### src/rtl/sound_pkg.sv
// sound_pkg: shared definitions for the sound arbiter.
//   - request ids (bit positions in req/pending)
//   - FSM state encoding
//   - note half-periods at 100 MHz, per-id sequence length and note ROM
//   - fixed-priority grant helper
package sound_pkg;

   localparam logic [1:0] ID_TICK  = 2'd0;
   localparam logic [1:0] ID_GOAL  = 2'd1;
   localparam logic [1:0] ID_START = 2'd2;
   localparam logic [1:0] ID_OVER  = 2'd3;

   typedef enum logic [1:0] {
      ST_IDLE = 2'd0,
      ST_PLAY = 2'd1,
      ST_GAP  = 2'd2
   } state_t;

   localparam logic [16:0] HP_G5 = 17'd63776;
   localparam logic [16:0] HP_E5 = 17'd75873;
   localparam logic [16:0] HP_C5 = 17'd95602;
   localparam logic [16:0] HP_A4 = 17'd113636;
   localparam logic [16:0] HP_C6 = 17'd47755;

   function automatic logic [2:0] seq_len(input logic [1:0] id);
      case (id)
         ID_OVER:  seq_len = 3'd4;
         ID_START: seq_len = 3'd3;
         ID_GOAL:  seq_len = 3'd2;
         default:  seq_len = 3'd1;
      endcase
   endfunction

   function automatic logic [16:0] note_hp(input logic [1:0] id, input logic [1:0] idx);
      note_hp = HP_A4;
      case (id)
         ID_OVER: begin
            case (idx)
               2'd0:    note_hp = HP_G5;
               2'd1:    note_hp = HP_E5;
               2'd2:    note_hp = HP_C5;
               default: note_hp = HP_A4;
            endcase
         end
         ID_START: begin
            case (idx)
               2'd0:    note_hp = HP_C5;
               2'd1:    note_hp = HP_E5;
               default: note_hp = HP_G5;
            endcase
         end
         ID_GOAL: note_hp = HP_C6;
         default: note_hp = HP_A4;
      endcase
   endfunction

   // Fixed priority: OVER > START > GOAL > TICK.
   function automatic logic [1:0] top_id(input logic [3:0] p);
      if (p[ID_OVER])       top_id = ID_OVER;
      else if (p[ID_START]) top_id = ID_START;
      else if (p[ID_GOAL])  top_id = ID_GOAL;
      else                  top_id = ID_TICK;
   endfunction

endpackage

### src/rtl/sound_arbiter_tone_gen.sv
// tone_gen: square-wave generator for the current note.
//   clk, rst_n : system clock, async active-low reset
//   clr        : synchronous clear of counter and output (wins over run)
//   run        : advance the half-period counter
//   hp         : half-period in cycles (>= 1)
//   tone       : square-wave output, toggles every hp cycles
module tone_gen
   import sound_pkg::*;
(
   input  logic        clk,
   input  logic        rst_n,
   input  logic        clr,
   input  logic        run,
   input  logic [16:0] hp,
   output logic        tone
);

   logic [16:0] cnt;

   always_ff @(posedge clk or negedge rst_n) begin
      if (!rst_n) begin
         cnt  <= '0;
         tone <= 1'b0;
      end else if (clr) begin
         cnt  <= '0;
         tone <= 1'b0;
      end else if (run) begin
         if (cnt == hp - 17'd1) begin
            cnt  <= '0;
            tone <= ~tone;
         end else begin
            cnt <= cnt + 17'd1;
         end
      end
   end

endmodule

### src/rtl/sound_arbiter.sv
// sound_arbiter: latches one-cycle sound requests, grants the audio output
// to the highest-priority pending request and plays its note sequence on
// the PmodAMP2.
//   clk, rst_n : system clock, async active-low reset
//   en         : sound enable (sw0); low clears everything and silences
//   req[3:0]   : request pulses, [3] OVER [2] START [1] GOAL [0] TICK
//   busy       : a sequence (notes and gaps) is playing
//   cur_id     : id being played, valid while busy
//   pmod1      : square-wave audio
//   pmod2      : gain select, tied high
//   pmod4      : amplifier shutdown_n, follows busy
//
// state | meaning
// IDLE  | nothing playing; grants highest pending id
// PLAY  | tone running for NOTE_CYC cycles
// GAP   | silent for GAP_CYC cycles, then next note or IDLE
module sound_arbiter
   import sound_pkg::*;
#(
   parameter int NOTE_CYC = 15_000_000,
   parameter int GAP_CYC  = 5_000_000,
   parameter int HP_SHIFT = 0
) (
   input  logic       clk,
   input  logic       rst_n,
   input  logic       en,
   input  logic [3:0] req,
   output logic       busy,
   output logic [1:0] cur_id,
   output logic       pmod1,
   output logic       pmod2,
   output logic       pmod4
);

   localparam logic [23:0] NOTE_LAST = 24'(NOTE_CYC - 1);
   localparam logic [23:0] GAP_LAST  = 24'(GAP_CYC - 1);

   state_t      state;
   logic [3:0]  pending;
   logic [3:0]  pend_nxt;
   logic [3:0]  clr_mask;
   logic [1:0]  note_idx;
   logic [23:0] cnt;
   logic        preempt;
   logic        grant_now;
   logic        note_done;
   logic        gap_done;
   logic        last_note;
   logic        tone_clr;
   logic        tone_run;
   logic [16:0] hp_raw;
   logic [16:0] hp;

   assign hp_raw = note_hp(cur_id, note_idx) >> HP_SHIFT;
   assign hp     = (hp_raw == '0) ? 17'd1 : hp_raw;

   assign preempt   = pending[ID_OVER] && (state != ST_IDLE) && (cur_id != ID_OVER);
   assign grant_now = (state == ST_IDLE) && (pending != '0);
   assign note_done = (state == ST_PLAY) && (cnt == NOTE_LAST);
   assign gap_done  = (state == ST_GAP) && (cnt == GAP_LAST);
   assign last_note = ({1'b0, note_idx} == seq_len(cur_id) - 3'd1);

   // Set is ORed in after the clear so a new request for the id being
   // granted on the same edge survives.
   always_comb begin
      clr_mask = '0;
      if (grant_now)
         clr_mask[top_id(pending)] = 1'b1;
      else if (preempt)
         clr_mask[ID_OVER] = 1'b1;
      pend_nxt = (pending & ~clr_mask) | req;
   end

   // Tone restarts from 0 on every note entry; GAP/IDLE hold it cleared.
   assign tone_clr = !en || (state != ST_PLAY) || preempt || note_done;
   assign tone_run = (state == ST_PLAY);

   always_ff @(posedge clk or negedge rst_n) begin
      if (!rst_n) begin
         state    <= ST_IDLE;
         pending  <= '0;
         cur_id   <= ID_TICK;
         note_idx <= '0;
         cnt      <= '0;
         busy     <= 1'b0;
      end else if (!en) begin
         state   <= ST_IDLE;
         pending <= '0;
         cnt     <= '0;
         busy    <= 1'b0;
      end else begin
         pending <= pend_nxt;
         if (preempt) begin
            cur_id   <= ID_OVER;
            note_idx <= '0;
            cnt      <= '0;
            state    <= ST_PLAY;
            busy     <= 1'b1;
         end else begin
            case (state)
               ST_IDLE: begin
                  if (grant_now) begin
                     cur_id   <= top_id(pending);
                     note_idx <= '0;
                     cnt      <= '0;
                     state    <= ST_PLAY;
                     busy     <= 1'b1;
                  end
               end
               ST_PLAY: begin
                  if (note_done) begin
                     cnt   <= '0;
                     state <= ST_GAP;
                  end else begin
                     cnt <= cnt + 24'd1;
                  end
               end
               ST_GAP: begin
                  if (gap_done) begin
                     cnt <= '0;
                     if (last_note) begin
                        state <= ST_IDLE;
                        busy  <= 1'b0;
                     end else begin
                        note_idx <= note_idx + 2'd1;
                        state    <= ST_PLAY;
                     end
                  end else begin
                     cnt <= cnt + 24'd1;
                  end
               end
               default: begin
                  state <= ST_IDLE;
                  busy  <= 1'b0;
               end
            endcase
         end
      end
   end

   tone_gen u_tone_gen (
      .clk   (clk),
      .rst_n (rst_n),
      .clr   (tone_clr),
      .run   (tone_run),
      .hp    (hp),
      .tone  (pmod1)
   );

   assign pmod2 = 1'b1;
   assign pmod4 = busy;

endmodule

### config.mk
export PLATFORM = sky130hd
export DESIGN_NAME = sound_arbiter
export DESIGN_NICKNAME = d
export VERILOG_FILES = /design/src/rtl/sound_pkg.sv /design/src/rtl/sound_arbiter_tone_gen.sv /design/src/rtl/sound_arbiter.sv
export SDC_FILE = /design/constraint.sdc
export NUM_CORES = 1
export LEC_CHECK = 0
export ABC_AREA = 0
export CAP_MARGIN = 20
export CELL_PAD_IN_SITES_DETAIL_PLACEMENT = 1
export CELL_PAD_IN_SITES_GLOBAL_PLACEMENT = 2
export CORE_MARGIN = 3
export CORE_UTILIZATION = 40
export CTS_BUF_LIST = sky130_fd_sc_hd__clkbuf_4 sky130_fd_sc_hd__clkbuf_8 sky130_fd_sc_hd__clkbuf_16
export DETAILED_ROUTE_END_ITERATION = 12
export MAX_ROUTING_LAYER = met4
export PLACE_DENSITY = 0.92
export REMOVE_ABC_BUFFERS = 1
export SLEW_MARGIN = 10
export SYNTH_ARGS = -nofsm -noshare
export SYNTH_HDL_FRONTEND = slang
export SYNTH_SLANG_ARGS = --single-unit
### constraint.sdc
create_clock -name clk -period 6.7 [get_ports clk]
set_input_delay 1.34 -clock clk [delete_from_list [all_inputs] [get_ports clk]]
set_output_delay 1.34 -clock clk [all_outputs]
set_load 0.03 [all_outputs]
# Word level (Yosys, flattened, before mapping)

Cells that the tools add are included.
Widths: inputs -> output; s select.

ROM bits: 0
Input port bits: 7
Memories kept: 0
Output and inout bits: 6
Flip-flop bits (word level): 53
Bits in latches: 0
Memory bits (writable): 0

Multiply operators: 0
Bitwise operators: 4
Mux-type cells: 47
Magnitude comparators: 2
Add/sub/neg operators: 5
Shift-type cells: 0
Divide/modulo/power cells: 0
Equal/unequal tests: 22
Reductions and logical operators: 26

Operators by type and width:

| cell                  | number |
|---|---|
| $mux 24               | 5 |
| $pmux 17 s3           | 2 |
| $pmux 24 s3           | 1 |
| $mux 17               | 4 |
| $pmux 17 s2           | 1 |
| $mux 2                | 14 |
| $add 24x1->24 const B | 1 |
| $eq 24x23->1 const B  | 1 |
| $eq 24x24->1 const B  | 1 |
| $add 17x1->17 const B | 1 |
| $eq 17x17->1          | 1 |
| $logic_not 17->1      | 1 |
| $sub 17x1->17 const B | 1 |
| $ne 4x4->1 const B    | 4 |
| $mux 1                | 13 |
| $ne 3x3->1 const B    | 4 |
| $reduce_bool 2->1     | 5 |
| $pmux 3 s3            | 1 |
| $eq 2x2->1 const B    | 4 |
| $eq 2x1->1 const B    | 3 |
| $logic_and 1x1->1     | 6 |
| $pmux 2 s3            | 1 |
| $reduce_and 3->1      | 2 |
| $ne 5x1->1 const B    | 1 |
| other kinds (24)      | 28 |

# Logic depth before layout (Yosys ltp)

Gate-level depths: netlist of run 1.

Depth in word-level cells: 13
Gate-level depth with buffers: 14
Gate-level depth less buffers: 12

# Modules after synthesis

From an unflattened synthesis of run 1, not the netlist that was laid out.

Cell total of the unflattened synthesis: 495
Area total of the unflattened synthesis: 4140.2 µm²

By module, submodules not included:

| module        | cells each | area each (µm²) | times used |
|---|---|---|---|
| sound_arbiter | 323        | 2643.8          | 1 |
| tone_gen      | 172        | 1496.4          | 1 |

# Worst setup path before layout of run 1

Ideal clock, no wire load.

Kind: register to register
From: register cur_id[0]
To: register u_tone_gen.cnt[1]
Clock period less this slack: 3.459 ns
Setup time: 0.120 ns
Slack: 3.241 ns
Stages on the path, launching flop included: 13
Arrival time: 3.340 ns
Data required time: 6.580 ns
Cell sequence: dfrtp_1 > inv_1 > ha_1 > a22o_1 > o21bai_1 > ha_1 > or3b_1 > o21ai_1 > a21oi_1 > o21a_1 > o31a_1 > or4_4 > and3_1

Longest elaborated chain between the ends: 9
Elaborated cells between the ends (all ways): 16

Ends and longest elaborated chain:

| element                                  | RTL line                     | text |
|---|---|---|
| start, declared                          | sound_arbiter.sv:29          | `output logic [1:0] cur_id,` |
| start signal, assigned                   | sound_arbiter.sv:103         | `cur_id <= top_id(pending);` |
| $eq 2x1->1 or $eq 2x2->1 (tied branches) | sound_pkg.sv:36              | `case (id)` |
| $pmux 17 s3                              | sound_pkg.sv:36              |  |
| $logic_not 17->1                         | sound_arbiter.sv:55          | `assign hp = (hp_raw == '0) ? 17'd1 : hp_raw;` |
| $mux 17                                  | sound_arbiter.sv:55          |  |
| $sub 17x1->17                            | sound_arbiter_tone_gen.sv:28 | `if (cnt == hp - 17'd1) begin` |
| $eq 17x17->1                             | sound_arbiter_tone_gen.sv:28 |  |
| $mux 17                                  | sound_arbiter_tone_gen.sv:28 |  |
| $mux 17                                  | sound_arbiter_tone_gen.sv:27 | `end else if (run) begin` |
| $mux 17                                  | sound_arbiter_tone_gen.sv:24 | `end else if (clr) begin` |
| end signal, assigned                     | sound_arbiter_tone_gen.sv:32 | `cnt <= cnt + 17'd1;` |
| end, declared                            | sound_arbiter_tone_gen.sv:18 | `logic [16:0] cnt;` |

Several ways; a longest one is shown, not always the timed one. The select of a mux whose other input is x is not followed.
A chain may end at the register's enable or synchronous reset.

# Final worst setup path of run 1

From: register cur_id[1]
To: register u_tone_gen.cnt[11]

Same word-level chain as after synthesis.

==> results of run 1 <==
-- cells by family after synthesis --
| logic type | after synthesis |
|---|---|
| adder cells (fa/ha/maj) | 20 |
| AO/OA/AOI/OAI | 118 |
| XOR/XNOR | 30 |
| AND/OR/NAND/NOR | 196 |
| multiplexers | 5 |
| buffers and inverters | 31 |
| flip-flops | 53 |
| other | 1 |
-- synth_stat cells (all sizes together) (2+ instances only) --
| library cell | n |
|---|---|
| a21boi | 3 |
| o31a | 4 |
| or2 | 2 |
| o21a | 7 |
| inv | 11 |
| mux2i | 5 |
| nand4 | 16 |
| o21ai | 49 |
| a31oi | 5 |
| nor2b | 8 |
| nor2 | 34 |
| nand4b | 3 |
| and3 | 9 |
| nor4b | 5 |
| a21oi | 14 |
| nor3b | 3 |
| and2 | 4 |
| o211a | 2 |
| nor4 | 18 |
| or4 | 2 |
| or3b | 2 |
| nand2 | 41 |
| a21o | 3 |
| xnor2 | 16 |
| buf | 7 |
| and4 | 3 |
| o31ai | 9 |
| nand3 | 21 |
| clkbuf | 13 |
| nand2b | 7 |
| or3 | 3 |
| o2111ai | 2 |
| xor2 | 14 |
| nor3 | 9 |
| ha | 20 |
| o211ai | 4 |
| a211oi | 2 |
| dfrtp | 53 |
| o41ai | 2 |
-- worst max-delay path: stages (launching register included) --
cell and delay (ns):
dfrtp_1 0.50, inv_1 0.14, ha_1 0.62, o21bai_1 0.21, ha_1 0.23, inv_1 0.11, nor4b_4 0.39, nand3_1 0.15
o2111ai_2 0.23, or4b_4 0.50, nor4_4 0.70, nor4_1 0.14
-- registers in the layout, indices dropped and copies added (netlist names) --
name	count
u_tone_gen.cnt	17
cnt	24
cur_id	2
state	2
pending	4
busy	1
note_idx	2
u_tone_gen.tone	1
-- placed cells by master, fill, tap and decap left out, types with 6 or more instances in the layout --
cell,Yosys,final
xnor2_1,16,16
o21a_1,7,7
xor2_1,14,14
a21oi_1,13,13
inv_1,11,11
nor2_1,34,34
nor2b_1,8,8
o31ai_1,9,9
nand2_1,41,41
ha_1,20,20
and3_1,9,9
dfrtp_1,53,53
o21ai_0,46,46
nand3_1,21,21
clkdlybuf4s50_1,0,10
nor4_1,17,17
nand4_1,16,16
nor3_1,8,8
nand2b_1,6,6
-- final timing paths --
path / to / from / slack, ns / depth (start not counted)
min reg2reg: cnt[15] / cnt[15] / 0.52 / 1
max: u_tone_gen.cnt[11] / cur_id[1] / 2.61 / 11
min: cnt[15] / cnt[15] / 0.52 / 1
max reg2reg: u_tone_gen.cnt[11] / cur_id[1] / 2.61 / 11
max in group asynchronous: u_tone_gen.cnt[8] / rst_n / 5.08 / 2
min in group asynchronous: cnt[19] / rst_n / 1.15 / 2
-- per-stage QoR --
step / instances / power (mW)
after floorplan: 434 / 0.9473
final: 587 / 1.347
after global routing: 587 / 1.461
after detailed placement: 579 / 1.161
after CTS: 587 / 1.357
after global placement: 578 / 1.131
-- where the power goes --
part / internal, mW / switching [mW] / leakage [nW]
registers: 0.340 / 0.0328 / 0.729
logic: 0.293 / 0.493 / 0.913
clock network: 0.0824 / 0.107 / 0.0453
-- area by class of cell --
type | instances | area [um2] | area share [%]
clock inverters | 1 | 7.507 | 0.1779
multi-input cells | 370 | 2456 | 58.21
clock buffers | 7 | 83.83 | 1.987
well taps | 129 | 161.4 | 3.826
inverters | 11 | 41.29 | 0.9786
repair buffers | 16 | 142.6 | 3.381
flip-flops and latches | 53 | 1326 | 31.44
-- layer usage --
layer / wire length (um) / track usage [%]
met5: 0 / -
met3: 191 / 2.779
met2: 4925 / 32.08
met1: 5016 / 26.14
met4: 82 / 3.093
==> metrics.txt, run 1 <==
status=finished clean; final core utilization=45.02%; Yosys cell types=just under 70; core area=0.009371 mm2; final hold violations=0; HP Class=flop to flop; fin crit period=4.091 ns; GRT Resource Usage Total=19.51%; DR vias/cell=5.881; Vert. Die Dim=105.1 um; layout cells sized above 1=around 6%; MaxCap Viol Count=0; WHS=0.5235 ns; Post-synth ARST share=100.0%; final setup margin=2.609 ns; post-CTS setup buffers=0; Vias=3452; P&R area growth vs syn=7.423%; clock skew=~0.0085 ns; worst skew pair latency=between 0.3 and 0.4 ns; largest net degree at the start of global routing=54; Top FF cell, synth=dfrtp_1; CTS tree=done; post-route antenna net violation count=0; initial antenna violation count=0; adder-cell share of the synthesized area=6.371%; Max Fanout on Critical Path=17; RSZ-0062 raised after global routing=false; clock-pin slew on the worst setup and hold paths=0.10 ns; Area contributors post-synth=dfrtp_1 34%, ha_1 6.4%, o21ai_0 5.9%; H-Tree Depth=2; XOR/XNOR share of the synthesized area=~6.7%; Rel. slew slack=about two fifths; fin crit share=61.06%; I/O Buffers=11; full die area=0.01104 mm2; vias in the first global route=3496; number of clock sinks=53; I/O Pins=13; Ant. Diodes=0; Routed wire per std cell=17.40 um; CP Data Arrival Time=4.24 ns; routed wire length=approximately 10000 um; Synth Area per Inst=about 8.7 um2; Crit path required time=a little under 7 ns; # resized after CTS=0; maximum clock frequency=244.4 MHz; Post-Syn Instances=454; Initial DRC Count=166; Cell Rows=35; Syn Std Cell Area=a little under 0.004 mm2; Starting Density=41.91%; CTS buffer count=5; root buffer cell=clkbuf_8; total grt overflow=0; post-synthesis mux area share=1.274%; pwr dens=319.4 mW/mm2; Final HPWL DP=7593 um; Startpoint Class=flop; pre-CTS setup slack=2.622 ns; Synth Register Bits=53; post-synth top area share=33.77%; Die X=between 100 and 150 um; cell type with the largest total area after synthesis=dfrtp_1; FILL cells=1164; Setup TNS Final=0 ns; Final Net Count=484; Crit Path Class=flop to flop; CTS max path bufs=2; Syn. warnings=0; Worst IR Drop VDD=0.0001374 V; final RePlAce weighted congestion=0.8732; drt pass-1 iters=4; Worst Max-Slew Pin Slew=0.9176 ns; Simple-Gate Fraction of Synth Area=~28%; first-pass GRT wire length=17360 um; Leak Pwr=1.687 nW; DP Area=slightly above 0.004 mm2; CP Capture Type=flop; Max Slew Vio Count=0; DRC Markers=0; main combinational cell family by area after synthesis=simple AND/OR/NAND/NOR gates; Seq/Total Area, Yosys=33.77%; Final Instance Area=0.004219 mm2; number of flops mapped to enable cells by yosys=0; Compound-Gate Fraction of Synth Area=around 20%; hold-fix buffer count after cts=0; Final setup viols=0
Note: power is estimated with default switching activity, not from simulation.
==> inputs of run 2 (changes only) <==
--- a/config.mk
+++ b/config.mk
@@ -10,11 +10,11 @@
 export CELL_PAD_IN_SITES_DETAIL_PLACEMENT = 1
 export CELL_PAD_IN_SITES_GLOBAL_PLACEMENT = 2
 export CORE_MARGIN = 3
-export CORE_UTILIZATION = 40
+export CORE_UTILIZATION = 35
 export CTS_BUF_LIST = sky130_fd_sc_hd__clkbuf_4 sky130_fd_sc_hd__clkbuf_8 sky130_fd_sc_hd__clkbuf_16
 export DETAILED_ROUTE_END_ITERATION = 12
 export MAX_ROUTING_LAYER = met4
-export PLACE_DENSITY = 0.92
+export PLACE_DENSITY = 0.86
 export REMOVE_ABC_BUFFERS = 1
 export SLEW_MARGIN = 10
 export SYNTH_ARGS = -nofsm -noshare
==> constraint.sdc (replaced) <==
create_clock -name clk -period 3.45 [get_ports clk]
set_input_delay 0.69 -clock clk [delete_from_list [all_inputs] [get_ports clk]]
set_output_delay 0.69 -clock clk [all_outputs]
set_load 0.03 [all_outputs]
==> run 2 against run 1 <==
Final cell count up 4.4%. Critical path type unchanged. First-iteration DRC count rose by 22%. Highest routed layer unchanged. Worst hold slack worse by 0.16 ns. Critical endpoint is now u_tone_gen.cnt[1]. Combinational power increased by 110%.
==> metrics.txt, run 2 (same netlist as run 1, synthesis figures left out) <==
status=finished clean; Initial DRC Count=about 200; Final setup viols=0; routed wire length=~11000 um; drt pass-1 iters=4; core area=0.01089 mm2; Max Slew Vio Count=0; Die X=111.9 um; CP Data Arrival Time=around 3.5 ns; Ant. Diodes=0; fin crit period=3.301 ns; Leak Pwr=1.761 nW; clock skew=0.01579 ns; final hold violations=0; clock power share=13.6%; CTS buffer count=5; GRT Resource Usage Total=18.28%; CP max stage delay=0.56 ns; fin crit share=95.67%; Worst Max-Slew Pin Slew=roughly 0.87 ns; Reg power frac=25.8%; pwr dens=628.5 mW/mm2; CP Capture Type=flop; hold-fix buffer count after cts=0; I/O Pins=13; switching share of power=45.98%; final setup margin=0.1493 ns; number of clock sinks=53; critical path's top delay family=simple AND/OR/NAND/NOR gates; full die area=0.01253 mm2; maximum clock frequency=303.0 MHz; critical path buffer and inverter count=1; Max Fanout on Critical Path=5; switching component of the power=1.262 mW; Int Power=1.483 mW; Routed wire per std cell=17.26 um; layout cells sized above 1=10.78%; biggest regs=cnt: 24 flops, u_tone_gen.cnt: 17 flops, pending: 4 flops; final RePlAce weighted congestion=0.8520; DR vias/cell=5.794; H-Tree Depth=2; Reg with most FFs=cnt; Worst IR Drop VDD=between 0.0004 and 0.0005 V; clock-pin slew on the worst setup and hold paths=0.10 ns; initial antenna violation count=0; MaxCap Viol Count=0; largest net degree at the start of global routing=27; max reg flops=24; CP cell instances=inv_1, ha_1, a22o_1, o21bai_1, ha_2, or3b_4, o21ai_2, a21oi_1, o21a_1, o31a_1, or4_4, and3_1; Crit-path slowest cell=or4_4; root buffer cell=clkbuf_8; Rel. slew slack=41.43%; CTS max path bufs=2; total grt overflow=0; Starting Density=36.07%; Vias=between 3000 and 4000; pre-CTS setup slack=between 0.07 and 0.08 ns; Final Net Count=roughly 500; P&R area growth vs syn=11.21%; CTS tree=done; HP Class=primary input to asynchronous set/reset pin; Vert. Die Dim=111.9 um; Crit Path Class=flop to flop; first-pass GRT wire length=18760 um; Startpoint Class=flop; most frequent cells in the layout=51 x dfrtp_1, 46 x o21ai_0, 41 x nand2_1, 34 x nor2_1, 21 x nand3_1; vias in the first global route=between 3000 and 4000; DRC Markers=0; most common cell after layout, fill and taps aside=dfrtp_1; Crit path required time=3.65 ns; combinational power share=60.6%; Final HPWL DP=approximately 8000 um; worst skew pair latency=0.32 ns; post-route antenna net violation count=0; final core utilization=40.12%; I/O Buffers=11; Cell Rows=38
[run 2: changes by cell type in the layout (fill, tap and decap cells not counted), moves of 2 or more]
cell and delta:
ha_2 +2, dfrtp_2 +2, dfrtp_1 -2, ha_1 -2
buf_4 +14
[run 2: timing repair]
| item | 4_1_cts | 5_1_grt |
|---|---|---|
| setup buffers | 0 | 3 |
| endpoints found under the setup margin | 0 | 18 |
| gates resized for setup | 0 | 9 |
| endpoints found under the hold margin | 0 | 0 |
[run 2: path summary, 6_finish.rpt]
kind	start	to	slack, ns	depth (start not counted)
worst min register to register	cnt[15]	cnt[15]	0.53	1
max in group asynchronous	rst_n	note_idx[1]	2.39	2
worst min-delay path	rst_n	cnt[8]	0.37	1
min in group clk	cnt[15]	cnt[15]	0.53	1
worst max register to register	note_idx[1]	u_tone_gen.cnt[1]	0.15	12
worst max-delay path	note_idx[1]	u_tone_gen.cnt[1]	0.15	12
[run 2: area by class of cell]
class | count | area (um2)
Fill cell | 1308 | 6520
Sequential cell | 53 | 1329
Tap cell | 140 | 175.2
Inverter | 11 | 41.29
Clock inverter | 1 | 7.507
Clock buffer | 7 | 83.83
Multi-Input combinational cell | 370 | 2472
Timing Repair Buffer | 31 | 259.0
[run 2: power groups by stage]
stage,Clock [mW],Combinational (mW),Sequential (mW)
final,0.372,1.66,0.709
after global routing,0.414,1.85,0.719
after CTS,0.390,1.61,0.710
after detailed placement,0,1.60,0.722
after global placement,0,1.56,0.716
after floorplan,0,1.08,0.759
[run 2: metrics by stage]
step	instance area [um2]	TNS (ns)	power [mW]	hold WS [ns]	std cells
after global placement	4232	0	2.272	0.5020	602
after detailed placement	4232	0	2.323	0.5192	602
final	4368	0	2.745	0.3684	613
after CTS	4323	0	2.708	0.3733	610
after floorplan	3824	-1.927	1.840	0.3944	434
after global routing	4368	-0.06009	2.981	0.3942	613
[run 2: worst reg2reg max path: cells and delay by family (launching register included)]
kind | cells | cell delay, ns
buffers and inverters | 1 | 0.10
DFF | 1 | 0.42
AOI/OAI and AO/OA | 6 | 1.07
and+or+nand+nor | 3 | 1.14
adders and majority gates | 2 | 0.45
[run 2: routing by layer]
| metal | vias up | global-route usage [%] | routed length, um | share of wire, % |
|---|---|---|---|---|
| met5 | - | - | 0 | 0 |
| met4 | 0 | 5.929 | 223 | 2.1 |
| met3 | 15 | 2.446 | 239 | 2.3 |
| met2 | 40 | 29.38 | 5074 | 48 |
| met1 | 1784 | 23.96 | 5043 | 48 |
| li1 | 1713 | - | - | - |
